## config.mk

```make
export PLATFORM = sky130hd
export DESIGN_NAME = apb_master_arbiter
export DESIGN_NICKNAME = d
export VERILOG_FILES = /design/src/rtl/apb_arb_pkg.sv /design/src/rtl/apb_rr_arbiter.sv /design/src/rtl/apb_master_arbiter.sv
export SDC_FILE = /design/constraint.sdc
export NUM_CORES = 1
export LEC_CHECK = 0
export BUFFER_PORTS_ARGS = -buffer_cell sky130_fd_sc_hd__buf_4
export CORE_AREA = 2 2 159 161
export DETAILED_ROUTE_END_ITERATION = 16
export DIE_AREA = 0 0 161 163
export HOLD_SLACK_MARGIN = 0.12
export PLACE_DENSITY = 0.48
export SLEW_MARGIN = 15
export SYNTH_ARGS = -nofsm -noshare
export SYNTH_HDL_FRONTEND = slang
export SYNTH_HIERARCHICAL = 1
export SYNTH_SLANG_ARGS = --single-unit
```

## constraint.sdc

```tcl
create_clock -name pclk -period 3.1 [get_ports pclk]
set_input_delay 0.775 -clock pclk [delete_from_list [all_inputs] [get_ports pclk]]
set_output_delay 0.775 -clock pclk [all_outputs]
set_load 0.005 [all_outputs]
```

## src/rtl/apb_arb_pkg.sv

```systemverilog
// Shared types for the APB master arbiter: FSM state encoding, requester limit,
// and fallback bus widths for builds that do not define ADDR_WIDTH/DATA_WIDTH.
`ifndef ADDR_WIDTH
`define ADDR_WIDTH 32
`endif
`ifndef DATA_WIDTH
`define DATA_WIDTH 32
`endif

package apb_arb_pkg;
  localparam int ARB_MAX_REQ = 8;

  typedef enum logic [1:0] {
    IDLE,
    SETUP,
    ACCESS
  } apb_arb_state_e;
endpackage

```

## src/rtl/apb_rr_arbiter.sv

```systemverilog
// Round-robin pick: first active request at or after the pointer.
// Latency: grant is combinational; pointer moves to grant+1 on the next edge.
// Backpressure: none; the parent only presents requests when it can accept a grant.
module apb_rr_arbiter #(
  parameter int NUM_REQ = 4,
  parameter int IDX_W   = 2
) (
  input  logic               pclk,
  input  logic               presetn,
  input  logic [NUM_REQ-1:0] req,
  output logic               gnt_vld,
  output logic [IDX_W-1:0]   gnt_idx
);
  logic [IDX_W-1:0] ptr;
  int               idx;

  // Walk from the farthest slot back to the pointer so the nearest match wins.
  always_comb begin
    gnt_vld = 1'b0;
    gnt_idx = '0;
    idx     = 0;
    for (int k = NUM_REQ - 1; k >= 0; k--) begin
      idx = int'(ptr) + k;
      if (idx >= NUM_REQ) idx = idx - NUM_REQ;
      if (req[idx]) begin
        gnt_vld = 1'b1;
        gnt_idx = IDX_W'(idx);
      end
    end
  end

  always_ff @(posedge pclk or negedge presetn) begin
    if (!presetn) begin
      ptr <= '0;
    end else if (gnt_vld) begin
      ptr <= (gnt_idx == IDX_W'(NUM_REQ - 1)) ? '0 : gnt_idx + 1'b1;
    end
  end
endmodule

```

## src/rtl/apb_master_arbiter.sv

```systemverilog
// Shares one APB master among NUM_REQ requesters (optional ACCESS timeout: APB_ARB_TIMEOUT_EN).
// Latency: 3 cycles request-to-done minimum; back-to-back transfers 2 cycles plus waits.
// Backpressure: requesters hold until req_done; pready stalls ACCESS.
module apb_master_arbiter
  import apb_arb_pkg::*;
#(
  parameter int NUM_REQ    = 4,
  parameter int ADDR_WIDTH = `ADDR_WIDTH,
  parameter int DATA_WIDTH = `DATA_WIDTH,
  parameter int TIMEOUT    = 16
) (
  input  logic                          pclk,
  input  logic                          presetn,
  input  logic [NUM_REQ-1:0]            req_valid,
  input  logic [NUM_REQ*ADDR_WIDTH-1:0] req_addr,
  input  logic [NUM_REQ-1:0]            req_write,
  input  logic [NUM_REQ*DATA_WIDTH-1:0] req_wdata,
  output logic [NUM_REQ-1:0]            req_done,
  output logic [DATA_WIDTH-1:0]         req_rdata,
  output logic                          req_slverr,
  output logic                          busy,
  output logic                          psel,
  output logic                          penable,
  output logic                          pwrite,
  output logic [ADDR_WIDTH-1:0]         paddr,
  output logic [DATA_WIDTH-1:0]         pwdata,
  input  logic                          pready,
  input  logic                          pslverr,
  input  logic [DATA_WIDTH-1:0]         prdata
);
  localparam int IDX_W = $clog2(NUM_REQ);

  if (NUM_REQ < 2 || NUM_REQ > ARB_MAX_REQ || TIMEOUT < 1) begin : g_bad_cfg
    $error("apb_master_arbiter: unsupported NUM_REQ or TIMEOUT");
  end

  apb_arb_state_e        state;
  logic [IDX_W-1:0]      cur;
  logic [NUM_REQ-1:0]    cur_mask;
  logic [NUM_REQ-1:0]    arb_req;
  logic                  arb_gnt_vld;
  logic [IDX_W-1:0]      arb_gnt_idx;
  logic [ADDR_WIDTH-1:0] addr_arr [NUM_REQ];
  logic [DATA_WIDTH-1:0] wdata_arr [NUM_REQ];
`ifdef APB_ARB_TIMEOUT_EN
  localparam int TW = $clog2(TIMEOUT) + 1;
  logic [TW-1:0]         tcnt;
`endif

  for (genvar g = 0; g < NUM_REQ; g++) begin : g_slice
    assign addr_arr[g]  = req_addr[g*ADDR_WIDTH +: ADDR_WIDTH];
    assign wdata_arr[g] = req_wdata[g*DATA_WIDTH +: DATA_WIDTH];
  end

  // Arbitrate from IDLE, or at completion with the finishing requester masked
  // because its req_valid is still high on that edge.
  always_comb begin
    cur_mask      = '0;
    cur_mask[cur] = 1'b1;
    arb_req       = '0;
    if (state == IDLE) arb_req = req_valid;
    else if (state == ACCESS && pready) arb_req = req_valid & ~cur_mask;
  end

  apb_rr_arbiter #(.NUM_REQ(NUM_REQ), .IDX_W(IDX_W)) u_rr (
    .pclk    (pclk),
    .presetn (presetn),
    .req     (arb_req),
    .gnt_vld (arb_gnt_vld),
    .gnt_idx (arb_gnt_idx)
  );

  assign busy = psel;

  always_ff @(posedge pclk or negedge presetn) begin
    if (!presetn) begin
      state      <= IDLE;
      cur        <= '0;
      psel       <= 1'b0;
      penable    <= 1'b0;
      pwrite     <= 1'b0;
      paddr      <= '0;
      pwdata     <= '0;
      req_done   <= '0;
      req_rdata  <= '0;
      req_slverr <= 1'b0;
`ifdef APB_ARB_TIMEOUT_EN
      tcnt       <= '0;
`endif
    end else begin
      req_done <= '0;
      case (state)
        IDLE: begin
          if (arb_gnt_vld) begin
            cur    <= arb_gnt_idx;
            paddr  <= addr_arr[arb_gnt_idx];
            pwrite <= req_write[arb_gnt_idx];
            pwdata <= wdata_arr[arb_gnt_idx];
            psel   <= 1'b1;
            state  <= SETUP;
          end
        end
        SETUP: begin
          penable <= 1'b1;
          state   <= ACCESS;
`ifdef APB_ARB_TIMEOUT_EN
          tcnt    <= '0;
`endif
        end
        ACCESS: begin
          if (pready) begin
            req_done[cur] <= 1'b1;
            req_rdata     <= pwrite ? '0 : prdata;
            req_slverr    <= pslverr;
            penable       <= 1'b0;
            if (arb_gnt_vld) begin
              cur    <= arb_gnt_idx;
              paddr  <= addr_arr[arb_gnt_idx];
              pwrite <= req_write[arb_gnt_idx];
              pwdata <= wdata_arr[arb_gnt_idx];
              state  <= SETUP;
            end else begin
              psel  <= 1'b0;
              state <= IDLE;
            end
          end
`ifdef APB_ARB_TIMEOUT_EN
          else if (tcnt == TW'(TIMEOUT - 1)) begin
            req_done[cur] <= 1'b1;
            req_rdata     <= '0;
            req_slverr    <= 1'b1;
            psel          <= 1'b0;
            penable       <= 1'b0;
            state         <= IDLE;
          end else begin
            tcnt <= tcnt + 1'b1;
          end
`endif
        end
        default: state <= IDLE;
      endcase
    end
  end
endmodule

```

**Yosys cells after proc, flatten, opt, wreduce, memory -nomap -nowiden**

Cells that the tools add are included.

- $add $sub $neg: 8
- Multipliers: 0
- Div/mod/pow operators: 0
- Order comparisons: 12
- Equality and inequality tests: 6
- Shifts and indexed selects: 0
- Muxes and demuxes: 62
- Bitwise operators: 3
- Reductions and logical operators: 10

Operator list:

| kind | count |
|---|---|
| 32-bit two-way mux | 13 |
| 32-bit binary-select mux with 2-bit select | 2 |
| 32-bit by 4-bit less-than comparator with 1-bit output, second input constant | 4 |
| 32-bit one-hot mux with 2 select lines | 2 |
| 32-bit by 4-bit greater-or-equal comparator with 1-bit output, second input constant | 3 |
| 32-bit by 4-bit subtractor with 32-bit output, second input constant | 3 |
| 1-bit two-way mux | 21 |
| 2-bit two-way mux | 9 |
| 4-bit two-way mux | 4 |
| 1-bit binary-select mux with 2-bit select | 5 |
| 2-bit AND reduction | 4 |
| 2-bit by 2-bit adder with 3-bit output, second input constant | 2 |
| 2-bit by 3-bit less-than comparator with 1-bit output, second input constant | 2 |
| 2-bit != test, second input constant | 3 |
| 1-bit one-hot mux with 2 select lines | 3 |
| 2-bit one-hot mux with 3 select lines | 1 |
| 4-bit AND | 1 |
| 2-bit equality test, second input constant | 2 |
| 4-bit NOT | 1 |
| 2-bit one-hot mux with 2 select lines | 1 |
| 4-bit AND reduction | 1 |
| 2-bit nonzero test | 2 |
| 2-bit by 3-bit subtractor with 4-bit output, second input constant | 1 |
| 2-bit by 1-bit adder with 3-bit output, second input constant | 1 |
| other kinds (9) | 10 |

- Register bits: 110
- Bits in latches: 0
- RAM bits: 0
- Memory bits (read-only): 0
- Input bits: 300
- Output and inout bits: 105
- Memories: 0

**Logic depth before layout (Yosys ltp)**

- Depth after elaboration: 22
- Depth in mapped cells: 10
- Gate-level depth less buffers: 8

**Modules after synthesis**

Netlist, hierarchy kept.

Modules (own cells, without submodules):

| module | instances | cells an instance | area each (um^2) | seq. area each (um^2) |
|---|---|---|---|---|
| apb_master_arbiter | 1 | 402 | 5786.8 | 2702.6 |
| apb_rr_arbiter | 1 | 20 | 158.9 | 50.0 |

**Least setup slack after synthesis**

Ideal clock, no wire load.

- Path type: input to register
- Start point: input pready
- End point: register paddr[23]
- Setup time: 0.125 ns
- Arrival time: 2.779 ns
- Setup slack: 0.196 ns
- Stages: 8
- Buffers on the path: 2
- Path through: o21ai_0 > a21oi_1 > nand2_1 > a311oi_1 > buf_6 > buf_6 > mux4_2 > mux2_2

- Cells in the longest elaborated chain, start to end: 17

Ends and longest elaborated chain:

| element | RTL line | source |
|---|---|---|
| from (decl) | apb_master_arbiter.sv:27 | `input logic pready,` |
| 1-bit logical AND * | apb_master_arbiter.sv:62 | `else if (state == ACCESS && pready) arb_req = req_valid & ~cur_mask;` |
| 4-bit two-way mux * | apb_master_arbiter.sv:62 |  |
| 4-bit two-way mux * | apb_master_arbiter.sv:61 | `if (state == IDLE) arb_req = req_valid;` |
| named net arb_req[3] | apb_master_arbiter.sv:40 | `logic [NUM_REQ-1:0] arb_req;` |
| 1-bit binary-select mux with 2-bit select | apb_rr_arbiter.sv:25 | `if (req[idx]) begin` |
| 1-bit two-way mux (implied by the code) (2 in a row) | apb_rr_arbiter.sv:25 |  |
| 2-bit two-way mux (3 in a row) | apb_rr_arbiter.sv:25 |  |
| 2-bit two-way mux * | apb_rr_arbiter.sv:25 |  |
| named net arb_gnt_idx[0] | apb_master_arbiter.sv:42 | `logic [IDX_W-1:0] arb_gnt_idx;` |
| 2-bit NOT with 3-bit output (implied by the code) * | apb_master_arbiter.sv:96, apb_master_arbiter.sv:118 |  |
| 32-bit binary-select mux with 2-bit select * | apb_master_arbiter.sv:96, apb_master_arbiter.sv:118 |  |
| 32-bit two-way mux (implied by the code) * (2 in a row) | apb_master_arbiter.sv:96, apb_master_arbiter.sv:118 |  |
| 32-bit two-way mux * | apb_master_arbiter.sv:94, apb_master_arbiter.sv:116 |  |
| 32-bit two-way mux | apb_master_arbiter.sv:111 | `if (pready) begin` |
| 32-bit one-hot mux with 2 select lines * | apb_master_arbiter.sv:92 | `case (state)` |
| to (signal assigned) | apb_master_arbiter.sv:96 | `paddr <= addr_arr[arb_gnt_idx];` |
| to (signal assigned) | apb_master_arbiter.sv:118 | `paddr <= addr_arr[arb_gnt_idx];` |
| to (decl) | apb_master_arbiter.sv:25 | `output logic [ADDR_WIDTH-1:0] paddr,` |

The timed path passes the listed nets; every way through them passes the cells marked *. The select of a mux whose other input is x is not followed.
A chain may end at the register's enable or synchronous reset.

**Final worst setup path**

- Start point: register cur[0]
- End point: register pwdata[21]

- Cells in the longest elaborated chain, start to end: 22

Ends and longest elaborated chain:

| element | RTL line | source |
|---|---|---|
| from (decl) | apb_master_arbiter.sv:38 | `logic [IDX_W-1:0] cur;` |
| from (signal assigned) | apb_master_arbiter.sv:95 | `cur <= arb_gnt_idx;` |
| from (signal assigned) | apb_master_arbiter.sv:117 | `cur <= arb_gnt_idx;` |
| 2-bit by 3-bit less-than comparator with 1-bit output (implied by the code) or 2-bit by 1-bit greater-or-equal comparator with 1-bit output (tied branches) | apb_master_arbiter.sv:59 | `cur_mask[cur] = 1'b1;` |
| 1-bit logical AND (implied by the code) | apb_master_arbiter.sv:59 |  |
| 1-bit two-way mux (implied by the code) | apb_master_arbiter.sv:59 |  |
| 1-bit demux with 2-bit select * | apb_master_arbiter.sv:59 |  |
| 4-bit NOT * | apb_master_arbiter.sv:62 |  |
| 4-bit AND * | apb_master_arbiter.sv:62 |  |
| 4-bit two-way mux * | apb_master_arbiter.sv:62 |  |
| 4-bit two-way mux * | apb_master_arbiter.sv:61 |  |
| named net arb_req[3] | apb_master_arbiter.sv:40 |  |
| (+6 left out) | -- |  |
| 2-bit two-way mux * | apb_rr_arbiter.sv:25 |  |
| named net arb_gnt_idx[0] | apb_master_arbiter.sv:42 |  |
| 2-bit NOT with 3-bit output (implied by the code) * | apb_master_arbiter.sv:98, apb_master_arbiter.sv:120 |  |
| 32-bit binary-select mux with 2-bit select * | apb_master_arbiter.sv:98, apb_master_arbiter.sv:120 |  |
| 32-bit two-way mux (implied by the code) * (2 in a row) | apb_master_arbiter.sv:98, apb_master_arbiter.sv:120 |  |
| 32-bit two-way mux * | apb_master_arbiter.sv:94, apb_master_arbiter.sv:116 |  |
| 32-bit two-way mux | apb_master_arbiter.sv:111 |  |
| 32-bit one-hot mux with 2 select lines * | apb_master_arbiter.sv:92 |  |
| to (signal assigned) | apb_master_arbiter.sv:98 | `pwdata <= wdata_arr[arb_gnt_idx];` |
| to (signal assigned) | apb_master_arbiter.sv:120 | `pwdata <= wdata_arr[arb_gnt_idx];` |
| to (decl) | apb_master_arbiter.sv:26 | `output logic [DATA_WIDTH-1:0] pwdata,` |

Marked as above.

==> results.txt <==
----------------------------------------------------
[Run status]
  Run status ... complete, no violations

[Yosys]
  Post-synthesis register bit count ... 110
  Synth Area in Simple Gates ... 7.87%
  Synth area leaders ... sky130_fd_sc_hd__dfrtp_1 (46%), sky130_fd_sc_hd__mux4_2 (25%), sky130_fd_sc_hd__mux2_2 (13%)
  EDFF count, synth ... 0
  Adder and majority gate portion of the synthesized area ... 0%
  Total of warnings raised by yosys ... 6
  Ys flop type ... sky130_fd_sc_hd__dfrtp_1
  Main combinational cell family by area after synthesis ... multiplexers
  Synthesized-area fraction occupied by ao, oa, aoi and oai cells ... 4.73%
  Multiplexer share of the synthesized area ... 37.5%
  Gate count after technology mapping ... 422
  Largest area contributor in the synthesized netlist ... sky130_fd_sc_hd__dfrtp_1
  Number of different library cells in the post-synthesis netlist ... 25
  Share of async-settable or async-resettable flops after synthesis ... 100%
  Post-synthesis share of cell area spent on xor and xnor gates ... 0%
  Net Count, Synth ... 722
  Proportion of synthesized chip area in sequential cells ... 46.3%
  Mean post-synth cell area ... 14.1 µm²
  Area share of the largest cell type after synthesis ... 46.3%
  Syn Std Cell Area ... 5950 µm²

[Timing]
  RSZ-0062 raised after global routing ... false
  Min Clock Period, post-route ... 2830 ps
  Worst relative slew slack ... 62.6%
  Final TNS setup ... 0 ps
  Final hold violations ... 0
  Count of endpoints failing setup in the final report ... 0
  Peak Freq ... 353 MHz
  Worst Tran Pin Value ... 559 ps
  Final slew viol count ... 0
  Largest clock skew in the final design ... 14.6 ps
  Minimum hold slack ... 376 ps
  Final worst-path setup slack ... 269 ps
  Post-route clock period utilization ... 91.3%

[Global routing]
  Wire length of the first global-routing pass ... 32.8 mm
  Number of antenna violations at the first check in global routing ... 0
  Number of global-route vias before repair ... 5624
  Maximum number of pins on one net before global-route repair ... 41
  All-layer global routing usage ... 16.3%
  Aggregate global routing overflow ... 0

[CTS]
  Number of gates resized after CTS ... 0
  Buffers inserted during post-CTS setup optimization ... 0
  Maximum level of the CTS H-tree ... 3
  Source-to-sink clock delay at the later pin of the worst-skew pair ... 350 ps
  Clock-pin slew on the worst setup and hold paths ... 80 ps
  Clock sinks ... 110
  Hold-fix buffers, CTS ... 0
  CTS tree ... done
  Buffer levels on the longest clock path ... 2
  Clock root cell ... sky130_fd_sc_hd__clkbuf_16
  CTS Buf Count ... 9

[Place]
  Number of I/O port buffers ... 404
  Placed wire-length estimate ... 17.5 mm
  GPL Wtd Cong ... 0.785
  Placed inst area ... 9590 µm²
  Pre-CTS setup slack ... 8.41 ps

[Die]
  Rows ... 58
  Overall die width ... 161 µm
  Top Ports ... 405
  Die Y-Extent ... 163 µm
  Full die area ... 26200 µm²
  Total core area ... 24700 µm²
  Initial standard-cell utilization of the core ... 24.1%

[Worst hold path]
  Classification of the worst-slack hold path ... input port to async pin

[Critical path]
  Data required time at the worst endpoint ... 3330 ps
  Critical Setup Path Class ... flip-flop to flip-flop
  Endpoint class of the critical path ... flip-flop
  Launching element type of the critical path ... flip-flop
  Arrival @ worst endpoint ... 3060 ps
  Largest fanout on the critical path ... 18

[Final layout]
  Area grow syn2layout ... 66.4%
  End-of-flow core utilization ... 40.1%
  Combined area of the multi-input logic cells ... 3010 µm²
  Sequential standard cell area ... 2750 µm²
  Share of post-route cells with drive strength above 1 ... 70.0%
  Highest-count cells in the layout ignoring fill and taps ... sky130_fd_sc_hd__buf_4 (422), sky130_fd_sc_hd__dfrtp_1 (110), sky130_fd_sc_hd__mux2_2 (67), sky130_fd_sc_hd__mux4_2 (65), sky130_fd_sc_hd__nand2_1 (40)
  Fillcell total ... 2481
  Count of nets after finishing ... 1134
  Commonest non-fill, non-tap cell in the layout ... sky130_fd_sc_hd__buf_4
  Non-Filler Cell Area, Final ... 9890 µm²
  N_diodes ... 0

[Drt]
  Via Count ... 5167
  Number of iterations in the first detailed-routing pass ... 4
  Number of remaining DRC errors ... 0
  Post-Route WL ... 21.4 mm
  Count of routing violations after the opening detailed-route iteration ... 211
  Post-detailed-route wirelength per cell ... 18.3 µm
  Number of vias per cell after detailed routing ... 4.42
  Antenna Violating Nets Remaining ... 0

[Power and ir drop]
  Total power per unit cell area ... 920 nW/µm²
  Worst-case vdd ir drop ... 0.393 mV
  Leakage power ... 0.00458 µW

[Job]
  Max Cap Viol ... 0

----------------------------------------------------
==> worst max-delay path, stage by stage (launching register included) <==
cell	delay, ps
sky130_fd_sc_hd__dfrtp_1	450
sky130_fd_sc_hd__inv_1	160
sky130_fd_sc_hd__o21ai_0	110
sky130_fd_sc_hd__a21oi_1	290
sky130_fd_sc_hd__nand2_1	160
sky130_fd_sc_hd__a311oi_4	320
sky130_fd_sc_hd__buf_12	250
sky130_fd_sc_hd__buf_12	180
sky130_fd_sc_hd__mux4_2	500
sky130_fd_sc_hd__mux2_2	270
==> sequential cells by signal, summed over array words and instances (netlist names) <==
register    cells
cur             2
req_rdata      32
u_rr/ptr        2
pwdata         32
penable         1
pwrite          1
state           2
req_done        4
paddr          32
busy            1
req_slverr      1
==> path summary, 6_finish.rpt <==
check                                     to  cells past startpoint  slack [ps]          from
max in group asynchronous             pwrite                      2        2030       presetn
worst max-delay path              pwdata[21]                      9         270        cur[0]
worst max register to register    pwdata[21]                      9         270        cur[0]
worst min-delay path               paddr[15]                      1         380       presetn
worst min register to register  req_rdata[5]                      2         490  req_rdata[5]
min in group pclk               req_rdata[5]                      2         490  req_rdata[5]
==> cells in the mapped netlist (3+ instances only) <==
library cell               instances
sky130_fd_sc_hd__a21oi_1          11
sky130_fd_sc_hd__buf_1             4
sky130_fd_sc_hd__buf_2             9
sky130_fd_sc_hd__buf_6             8
sky130_fd_sc_hd__clkbuf_1         11
sky130_fd_sc_hd__dfrtp_1         110
sky130_fd_sc_hd__inv_1             4
sky130_fd_sc_hd__mux2_2           67
sky130_fd_sc_hd__mux4_2           65
sky130_fd_sc_hd__nand2_1          40
sky130_fd_sc_hd__nand2b_1         36
sky130_fd_sc_hd__nor2_1            3
sky130_fd_sc_hd__nor3_1            5
sky130_fd_sc_hd__o21ai_0          38
==> report_power, final <==
group	leakage [µW]	total, µW	internal, µW	switching [µW]
combinational	0.00310	5380	3330	2050
sequential	0.00134	2520	2120	398
clock	0.000150	1200	632	566
total	0.00458	9100	6080	3010
==> metal layers <==
metal / track usage (%) / vias to the layer above / routed length (µm)
li1: - / 2414 / -
met2: 29.3 / 206 / 11300
met3: 4.66 / 16 / 1550
met4: 4.50 / 0 / 323
met5: 0 / - / 0
met1: 19.0 / 2531 / 8240
==> cells by family after synthesis <==
logic type	after synthesis
compound gates	53
flops	110
mux	133
buf+inv	37
simple gates	89
==> through the flow <==
stage                     total power, µW  instances
after floorplan                      5680        422
after global placement               8030       1153
after detailed placement             8060       1153
after CTS                            9310       1169
after global routing                 9800       1169
final                                9100       1169
==> final cells by class <==
cell class	instances	share of cell area, %
clock buffer	9	2.28
tap	330	4.17
clock inverter	7	0.721
inverter	4	0.152
sequential	110	27.8
multi-input combinational	275	30.4
timing repair buffer	434	34.5
No activity file was read; power rests on OpenSTA's default activity.
